$ cat src/rtl/mem_stage_mq_pkg.sv
// Shared definitions for the multi-outstanding MEM stage.
// Load opcode bit positions match the one-hot load_op vector used by EXE/WB.
package mem_stage_mq_pkg;

    localparam int unsigned LOAD_OP_W = 5;

    localparam int unsigned LD_B  = 0;
    localparam int unsigned LD_H  = 1;
    localparam int unsigned LD_W  = 2;
    localparam int unsigned LD_BU = 3;
    localparam int unsigned LD_HU = 4;

endpackage

$ cat src/rtl/mem_stage_mq_load_align.sv
// Load data formatting for the MEM stage.
// Ports:
//   rdata   - raw word returned by data_sram
//   offset  - byte offset of the access (exe_result[1:0])
//   load_op - one-hot load type (LD_B/LD_H/LD_W/LD_BU/LD_HU)
//   result  - aligned and sign/zero-extended load value
module mem_stage_mq_load_align
    import mem_stage_mq_pkg::*;
#(
    parameter int unsigned DATA_W = 32
) (
    input  logic [DATA_W-1:0]    rdata,
    input  logic [1:0]           offset,
    input  logic [LOAD_OP_W-1:0] load_op,
    output logic [DATA_W-1:0]    result
);

    logic [DATA_W-1:0] shifted;

    always_comb begin
        shifted = rdata >> {offset, 3'b000};
        result  = rdata;
        if (load_op[LD_B]) begin
            result = {{(DATA_W-8){shifted[7]}}, shifted[7:0]};
        end else if (load_op[LD_BU]) begin
            result = {{(DATA_W-8){1'b0}}, shifted[7:0]};
        end else if (load_op[LD_H]) begin
            result = {{(DATA_W-16){shifted[15]}}, shifted[15:0]};
        end else if (load_op[LD_HU]) begin
            result = {{(DATA_W-16){1'b0}}, shifted[15:0]};
        end
    end

endmodule

$ cat src/rtl/mem_stage_mq.sv
// Multi-outstanding MEM stage.
// Queues up to DEPTH instructions from EXE, matches in-order data_sram data_ok
// responses to the entries waiting for one, and retires entries in order to WB
// with load alignment applied. Responses belonging to flushed entries are
// absorbed by an internal cancel counter.
// Ports:
//   clk, resetn          - clock, asynchronous active-low reset
//   in_valid/in_allowin  - EXE handshake; in_allowin = queue not full
//   in_payload           - opaque side payload carried to WB
//   in_need_resp         - entry waits for one data_ok
//   in_load_op           - one-hot load type, zero for non-loads
//   in_result            - exe_result; [1:0] is the byte offset for loads
//   data_ok, rdata       - data_sram response (in request order)
//   out_valid/out_allowin- WB handshake for the head entry
//   out_payload/out_result - head entry payload and (formatted) result
//   flush                - discard every queued entry
//   count                - number of valid entries
//   cancel_busy          - responses of flushed entries still expected
//   err_spurious         - sticky: data_ok that matched nothing
module mem_stage_mq
    import mem_stage_mq_pkg::*;
#(
    parameter int unsigned DEPTH     = 4,
    parameter int unsigned PTR_W     = 2,
    parameter int unsigned PAYLOAD_W = 200,
    parameter int unsigned DATA_W    = 32
) (
    input  logic                 clk,
    input  logic                 resetn,
    input  logic                 in_valid,
    output logic                 in_allowin,
    input  logic [PAYLOAD_W-1:0] in_payload,
    input  logic                 in_need_resp,
    input  logic [LOAD_OP_W-1:0] in_load_op,
    input  logic [DATA_W-1:0]    in_result,
    input  logic                 data_ok,
    input  logic [DATA_W-1:0]    rdata,
    output logic                 out_valid,
    input  logic                 out_allowin,
    output logic [PAYLOAD_W-1:0] out_payload,
    output logic [DATA_W-1:0]    out_result,
    input  logic                 flush,
    output logic [PTR_W:0]       count,
    output logic                 cancel_busy,
    output logic                 err_spurious
);

    localparam logic [PTR_W:0]   CNT_ONE  = (PTR_W+1)'(1);
    localparam logic [PTR_W:0]   CNT_FULL = (PTR_W+1)'(DEPTH);
    localparam logic [PTR_W-1:0] PTR_ONE  = PTR_W'(1);

    logic [DEPTH-1:0]     q_valid;
    logic [DEPTH-1:0]     q_need;
    logic [DEPTH-1:0]     q_got;
    logic [LOAD_OP_W-1:0] q_load_op [DEPTH];
    logic [DATA_W-1:0]    q_result  [DEPTH];
    logic [PAYLOAD_W-1:0] q_payload [DEPTH];

    logic [PTR_W-1:0] head;
    logic [PTR_W-1:0] tail;
    logic [PTR_W:0]   count_q;
    logic [PTR_W:0]   cancel_cnt;
    logic             err_q;

    logic             enq;
    logic             deq;
    logic             head_ready;
    logic [DEPTH-1:0] pending;
    logic             resp_found;
    logic [PTR_W-1:0] resp_ptr;
    logic [PTR_W:0]   outstanding;
    logic             resp_take;
    logic             spurious;
    logic [PTR_W+1:0] cancel_sum;
    logic [PTR_W:0]   flush_cancel;
    logic [DATA_W-1:0] aligned;

    assign in_allowin   = (count_q != CNT_FULL);
    assign enq          = in_valid && in_allowin && !flush;
    assign head_ready   = q_valid[head] && (!q_need[head] || q_got[head]);
    assign deq          = head_ready && out_allowin && !flush;
    assign pending      = q_valid & q_need & ~q_got;

    // resp_ptr is derived each cycle by scanning from head in age order:
    // the oldest entry still waiting for data is the one the next data_ok
    // belongs to, which naturally skips entries that need no response.
    always_comb begin
        logic [PTR_W-1:0] idx;
        idx         = head;
        resp_found  = 1'b0;
        resp_ptr    = head;
        outstanding = '0;
        for (int unsigned i = 0; i < DEPTH; i++) begin
            idx = head + PTR_W'(i);
            if (pending[idx]) begin
                outstanding = outstanding + CNT_ONE;
                if (!resp_found) begin
                    resp_found = 1'b1;
                    resp_ptr   = idx;
                end
            end
        end
    end

    assign resp_take = data_ok && (cancel_cnt == '0) && resp_found && !flush;
    assign spurious  = data_ok && (cancel_cnt == '0) && !resp_found;

    // On flush the in-flight data_ok (if any) retires one of the currently
    // outstanding responses; the rest must be absorbed later.
    always_comb begin
        cancel_sum   = {1'b0, cancel_cnt} + {1'b0, outstanding};
        flush_cancel = (data_ok && (cancel_sum != '0))
                     ? (PTR_W+1)'(cancel_sum - (PTR_W+2)'(1))
                     : (PTR_W+1)'(cancel_sum);
    end

    mem_stage_mq_load_align #(
        .DATA_W(DATA_W)
    ) u_load_align (
        .rdata  (rdata),
        .offset (q_result[resp_ptr][1:0]),
        .load_op(q_load_op[resp_ptr]),
        .result (aligned)
    );

    always_ff @(posedge clk or negedge resetn) begin
        if (!resetn) begin
            q_valid    <= '0;
            q_need     <= '0;
            q_got      <= '0;
            head       <= '0;
            tail       <= '0;
            count_q    <= '0;
            cancel_cnt <= '0;
            err_q      <= 1'b0;
            for (int unsigned i = 0; i < DEPTH; i++) begin
                q_load_op[i] <= '0;
                q_result[i]  <= '0;
                q_payload[i] <= '0;
            end
        end else begin
            if (spurious) begin
                err_q <= 1'b1;
            end
            if (flush) begin
                q_valid    <= '0;
                q_need     <= '0;
                q_got      <= '0;
                head       <= '0;
                tail       <= '0;
                count_q    <= '0;
                cancel_cnt <= flush_cancel;
            end else begin
                if (data_ok && (cancel_cnt != '0)) begin
                    cancel_cnt <= cancel_cnt - CNT_ONE;
                end
                if (resp_take) begin
                    q_got[resp_ptr] <= 1'b1;
                    if (|q_load_op[resp_ptr]) begin
                        q_result[resp_ptr] <= aligned;
                    end
                end
                if (deq) begin
                    q_valid[head] <= 1'b0;
                    head          <= head + PTR_ONE;
                end
                if (enq) begin
                    q_valid[tail]   <= 1'b1;
                    q_need[tail]    <= in_need_resp;
                    q_got[tail]     <= 1'b0;
                    q_load_op[tail] <= in_load_op;
                    q_result[tail]  <= in_result;
                    q_payload[tail] <= in_payload;
                    tail            <= tail + PTR_ONE;
                end
                case ({enq, deq})
                    2'b10:   count_q <= count_q + CNT_ONE;
                    2'b01:   count_q <= count_q - CNT_ONE;
                    default: count_q <= count_q;
                endcase
            end
        end
    end

    assign out_valid    = head_ready;
    assign out_payload  = q_valid[head] ? q_payload[head] : '0;
    assign out_result   = q_valid[head] ? q_result[head]  : '0;
    assign count        = count_q;
    assign cancel_busy  = (cancel_cnt != '0);
    assign err_spurious = err_q;

endmodule

$ cat config.mk
export PLATFORM = sky130hd
export DESIGN_NAME = mem_stage_mq
export DESIGN_NICKNAME = d
export VERILOG_FILES = /design/src/rtl/mem_stage_mq_pkg.sv /design/src/rtl/mem_stage_mq_load_align.sv /design/src/rtl/mem_stage_mq.sv
export SDC_FILE = /design/constraint.sdc
export NUM_CORES = 2
export LEC_CHECK = 0
export BUFFER_PORTS_ARGS = -buffer_cell sky130_fd_sc_hd__buf_2
export CORE_MARGIN = 2
export CORE_UTILIZATION = 46
export DETAILED_ROUTE_END_ITERATION = 16
export GPL_TIMING_DRIVEN = 0
export PLACE_DENSITY_LB_ADDON = 0.08
export SYNTH_ARGS = -nofsm -noshare
export SYNTH_HDL_FRONTEND = slang
export SYNTH_SLANG_ARGS = --single-unit
export TNS_END_PERCENT = 50
$ cat constraint.sdc
create_clock -name clk -period 5.95 [get_ports clk]
set_input_delay 1.4875 -clock clk [delete_from_list [all_inputs] [get_ports clk]]
set_output_delay 1.4875 -clock clk [all_outputs]
set_load 0.01 [all_outputs]
==> flow_metrics.py <==
metrics = {
    "power": {
        "combPwrFrac_pct": 32.4,
        "power.density_nw_per_um2": 486,
        "p_sw_share_pct": 33.4,
        "vdd_drop_max_uv": 256,
        "p_leak_nw": 26.4,
        "p_switching_w": 0.00877,
        "finalPower_w": 0.0263,
        "p_int_w": 0.0175,
        "pwr-share-clk_pct": 26.6,
        "seq_power_share_pct": 41.0,
    },
    "clock_tree": {
        "cts_tree": "yes",
        "cts_root_buffer": "clkbuf_16",
        "clock-sinks": 971,
        "hold_buffers": 0,
        "insertion_delay_ns": 0.70,
        "cts_made_buffers": 107,
        "cts.reportedPaths.clkPinSlew_ns": 0.06,
        "h-tree-depth": 3,
        "clk_path_buf_depth": 3,
    },
    "floorplan": {
        "die_x_um": 319,
        "die_h_um": 319,
        "design.core.area_um2": 98300,
        "start_util_pct": 46.4,
        "die_area_um2": 102000,
        "ioPinCount": 515,
        "rows": 115,
    },
    "place": {
        "io_buffers": 514,
        "hpwl_mm": 96.8,
        "place.gp.congestion": 0.926,
    },
    "global_routing": {
        "grt_pass1_wl_mm": 218,
        "grt_pass1_vias": 35728,
        "antenna_found_initial": 56,
        "grt_max_degree": 156,
        "grt_overflow_total": 0,
        "grt_usage_pct": 27.9,
    },
    "sta": {
        "period_share_pct": 98.1,
        "setup_viol": 0,
        "finalSetupTns_ns": 0,
        "period_needed_ns": 5.84,
        "maxSlewViolCount": 0,
        "rsz0062_at_grt": "yes",
        "relSlewSlack_pct": 7.31,
        "fmax_mhz": 171,
        "finClkSkew_ns": 0.0223,
        "hold_viol_final": 0,
        "tightest_slew_ns": 1.39,
    },
    "critical_path": {
        "cp_slowest_cell": "clkbuf_1",
        "setup.worst_path.class": "flip-flop to output port",
        "crit_path_end_kind": "output port",
        "cp.arrival_ns": 4.35,
        "critPathMaxStageDelay_ns": 1.06,
        "crit_chain": "buf_2 > mux2_2 > o21ai_2 > clkbuf_1 > clkbuf_1 > nor2b_1 > buf_2",
        "worstPathRequired_ns": 4.46,
        "rrSetupSlack_ns": 0.31,
        "crit_fanout": 10,
        "cp-start-kind": "flip-flop",
    },
    "yosys": {
        "synth_edf_count": 0,
        "synth_fp_nets": 4709,
        "synth_cell_types": 72,
        "synth_common_cells": "nand2_1, dfrtp_1, clkbuf_1, mux4_2, nor2b_1",
        "synth.most_common_cell": "nand2_1",
        "synth_top_area_share_pct": 53.3,
        "ys_warn_count": 0,
        "synth_cells": 4414,
        "synth_top_area_cell": "dfrtp_1",
        "syn_area_um2": 45600,
        "seq_area_frac_synth_pct": 53.3,
        "synth.area.top_cells": "dfrtp_1, nand2_1, mux4_2",
        "synthFlopType": "dfrtp_1",
        "synthArstFlopShare_pct": 100,
        "avgSynthCellArea_um2": 10.3,
        "ys_seq_elements": 971,
    },
    "layout": {
        "area_delta_synth_final_pct": 18.4,
        "fill_cells": 8833,
        "fin_util_pct": 55.0,
        "drive_gt1_share_pct": 23.9,
        "fin_nets": 5340,
    },
    "worst_hold_path": {
        "hp-class": "flip-flop to flip-flop",
    },
    "drt": {
        "drt_iter0_drc": 2852,
        "wire_per_inst_um": 22.1,
        "ant_nets": 0,
        "drc": 0,
        "routed_wl_mm": 142,
        "firstDrtPassIters": 5,
        "num_vias": 35250,
        "viasPerCell": 5.46,
    },
    "run_status": {
        "status": "completed",
    },
    "run": {
        "cap_viol_max_count": 0,
    },
}
final timing paths:
kind | start | to | depth (start not counted)
worst max-delay path | head[1]$_DFFE_PN0P_ | out_payload[165] | 7
worst min-delay path | err_spurious$_DFFE_PN0P_ | err_spurious$_DFFE_PN0P_ | 2
min in group asynchronous | resetn | q_result[115]$_DFFE_PN0N_ | 1
max in group asynchronous | resetn | q_payload[102]$_DFFE_PN0P_ | 5
worst min register to register | err_spurious$_DFFE_PN0P_ | err_spurious$_DFFE_PN0P_ | 2
worst max register to register | head[0]$_DFFE_PN0P_ | q_result[7]$_DFFE_PN0N_ | 20
worst max-delay path, delay by kind of cell (launching register included):
family,cells,cell delay [ns]
buffers and inverters,4,2.00
AOI/OAI and AO/OA,1,0.71
muxes,1,0.37
DFF,1,0.37
and+or+nand+nor,1,0.18
cell type report:
type	instances	area [µm²]	area share, %
Clock inverter	49	572	1.06
Antenna cell	28	70.1	0.130
Timing Repair Buffer	524	2800	5.19
Tap cell	1287	1610	2.98
Inverter	23	86.3	0.160
Multi-Input combinational cell	3123	20100	37.3
Clock buffer	152	3140	5.81
Sequential cell	971	24300	45.0
Buffer	295	1290	2.39
cell families (layout without fill, tap and decap cells):
logic type | after synthesis | in the layout | synth area share, %
AOI/OAI and AO/OA | 346 | 346 | 5.11
xor gates and xnor gates | 11 | 11 | 0.211
adders and majority gates | 19 | 19 | 0.554
buffers and inverters | 320 | 1043 | 2.72
DFF | 971 | 971 | 53.3
muxes | 468 | 468 | 17.4
other | 0 | 28 | 0
and+or+nand+nor | 2279 | 2279 | 20.8
power by group through the flow:
stage / registers, W / clock network (W) / logic [W]
floorplan: 0.0104 / 0 / 0.00596
finish: 0.0108 / 0.00699 / 0.00850
global route: 0.0111 / 0.00739 / 0.00940
CTS: 0.0107 / 0.00711 / 0.00854
global placement: 0.0108 / 0 / 0.00827
detailed placement: 0.0108 / 0 / 0.00849
registers in the layout, indices dropped and copies added, names as in the netlist:
signal,count
cancel_cnt,3
count,3
err_spurious,1
head,2
q_got,4
q_load_op,20
q_need,4
q_payload,800
q_result,128
q_valid,4
tail,2
what timing repair did:
item,CTS,global route
resized for setup,42,18
pin swaps,0,3
setup endpoints to repair,281,225
setup buffers,0,3
per-stage QoR:
stage / hold WS, ns / setup slack [ns] / cell area (µm²) / std cells
floorplan: 0.440 / 1.11 / 45600 / 4414
global placement: 0.450 / -18.72 / 49800 / 6215
detailed placement: 0.443 / -0.282 / 50000 / 6222
CTS: 0.460 / 0.00715 / 53900 / 6423
global route: 0.487 / -0.0334 / 54000 / 6446
finish: 0.458 / 0.112 / 54000 / 6452
metal layers:
| metal | part of all wire [%] | vias up | wire length, µm | global-route usage [%] |
|---|---|---|---|---|
| met5 | 0.18 | - | 253 | 0 |
| met3 | 7.6 | 316 | 10800 | 7.49 |
| met1 | 41 | 17600 | 58100 | 36.2 |
| met4 | 3.6 | 42 | 5190 | 10.7 |
| li1 | - | 16139 | - | - |
| met2 | 48 | 1153 | 68100 | 44.9 |
placed cells by master, fill, tap and decap left out, types with 65 or more instances in the layout:
master	instances
clkbuf_1	256
mux2_2	213
buf_2	526
a21oi_1	90
o22ai_1	65
nand2_1	1902
nor2b_1	236
clkbuf_16	109
mux4_2	238
a22oi_1	68
dfrtp_1	971
Note: power is estimated with default switching activity, not from simulation.
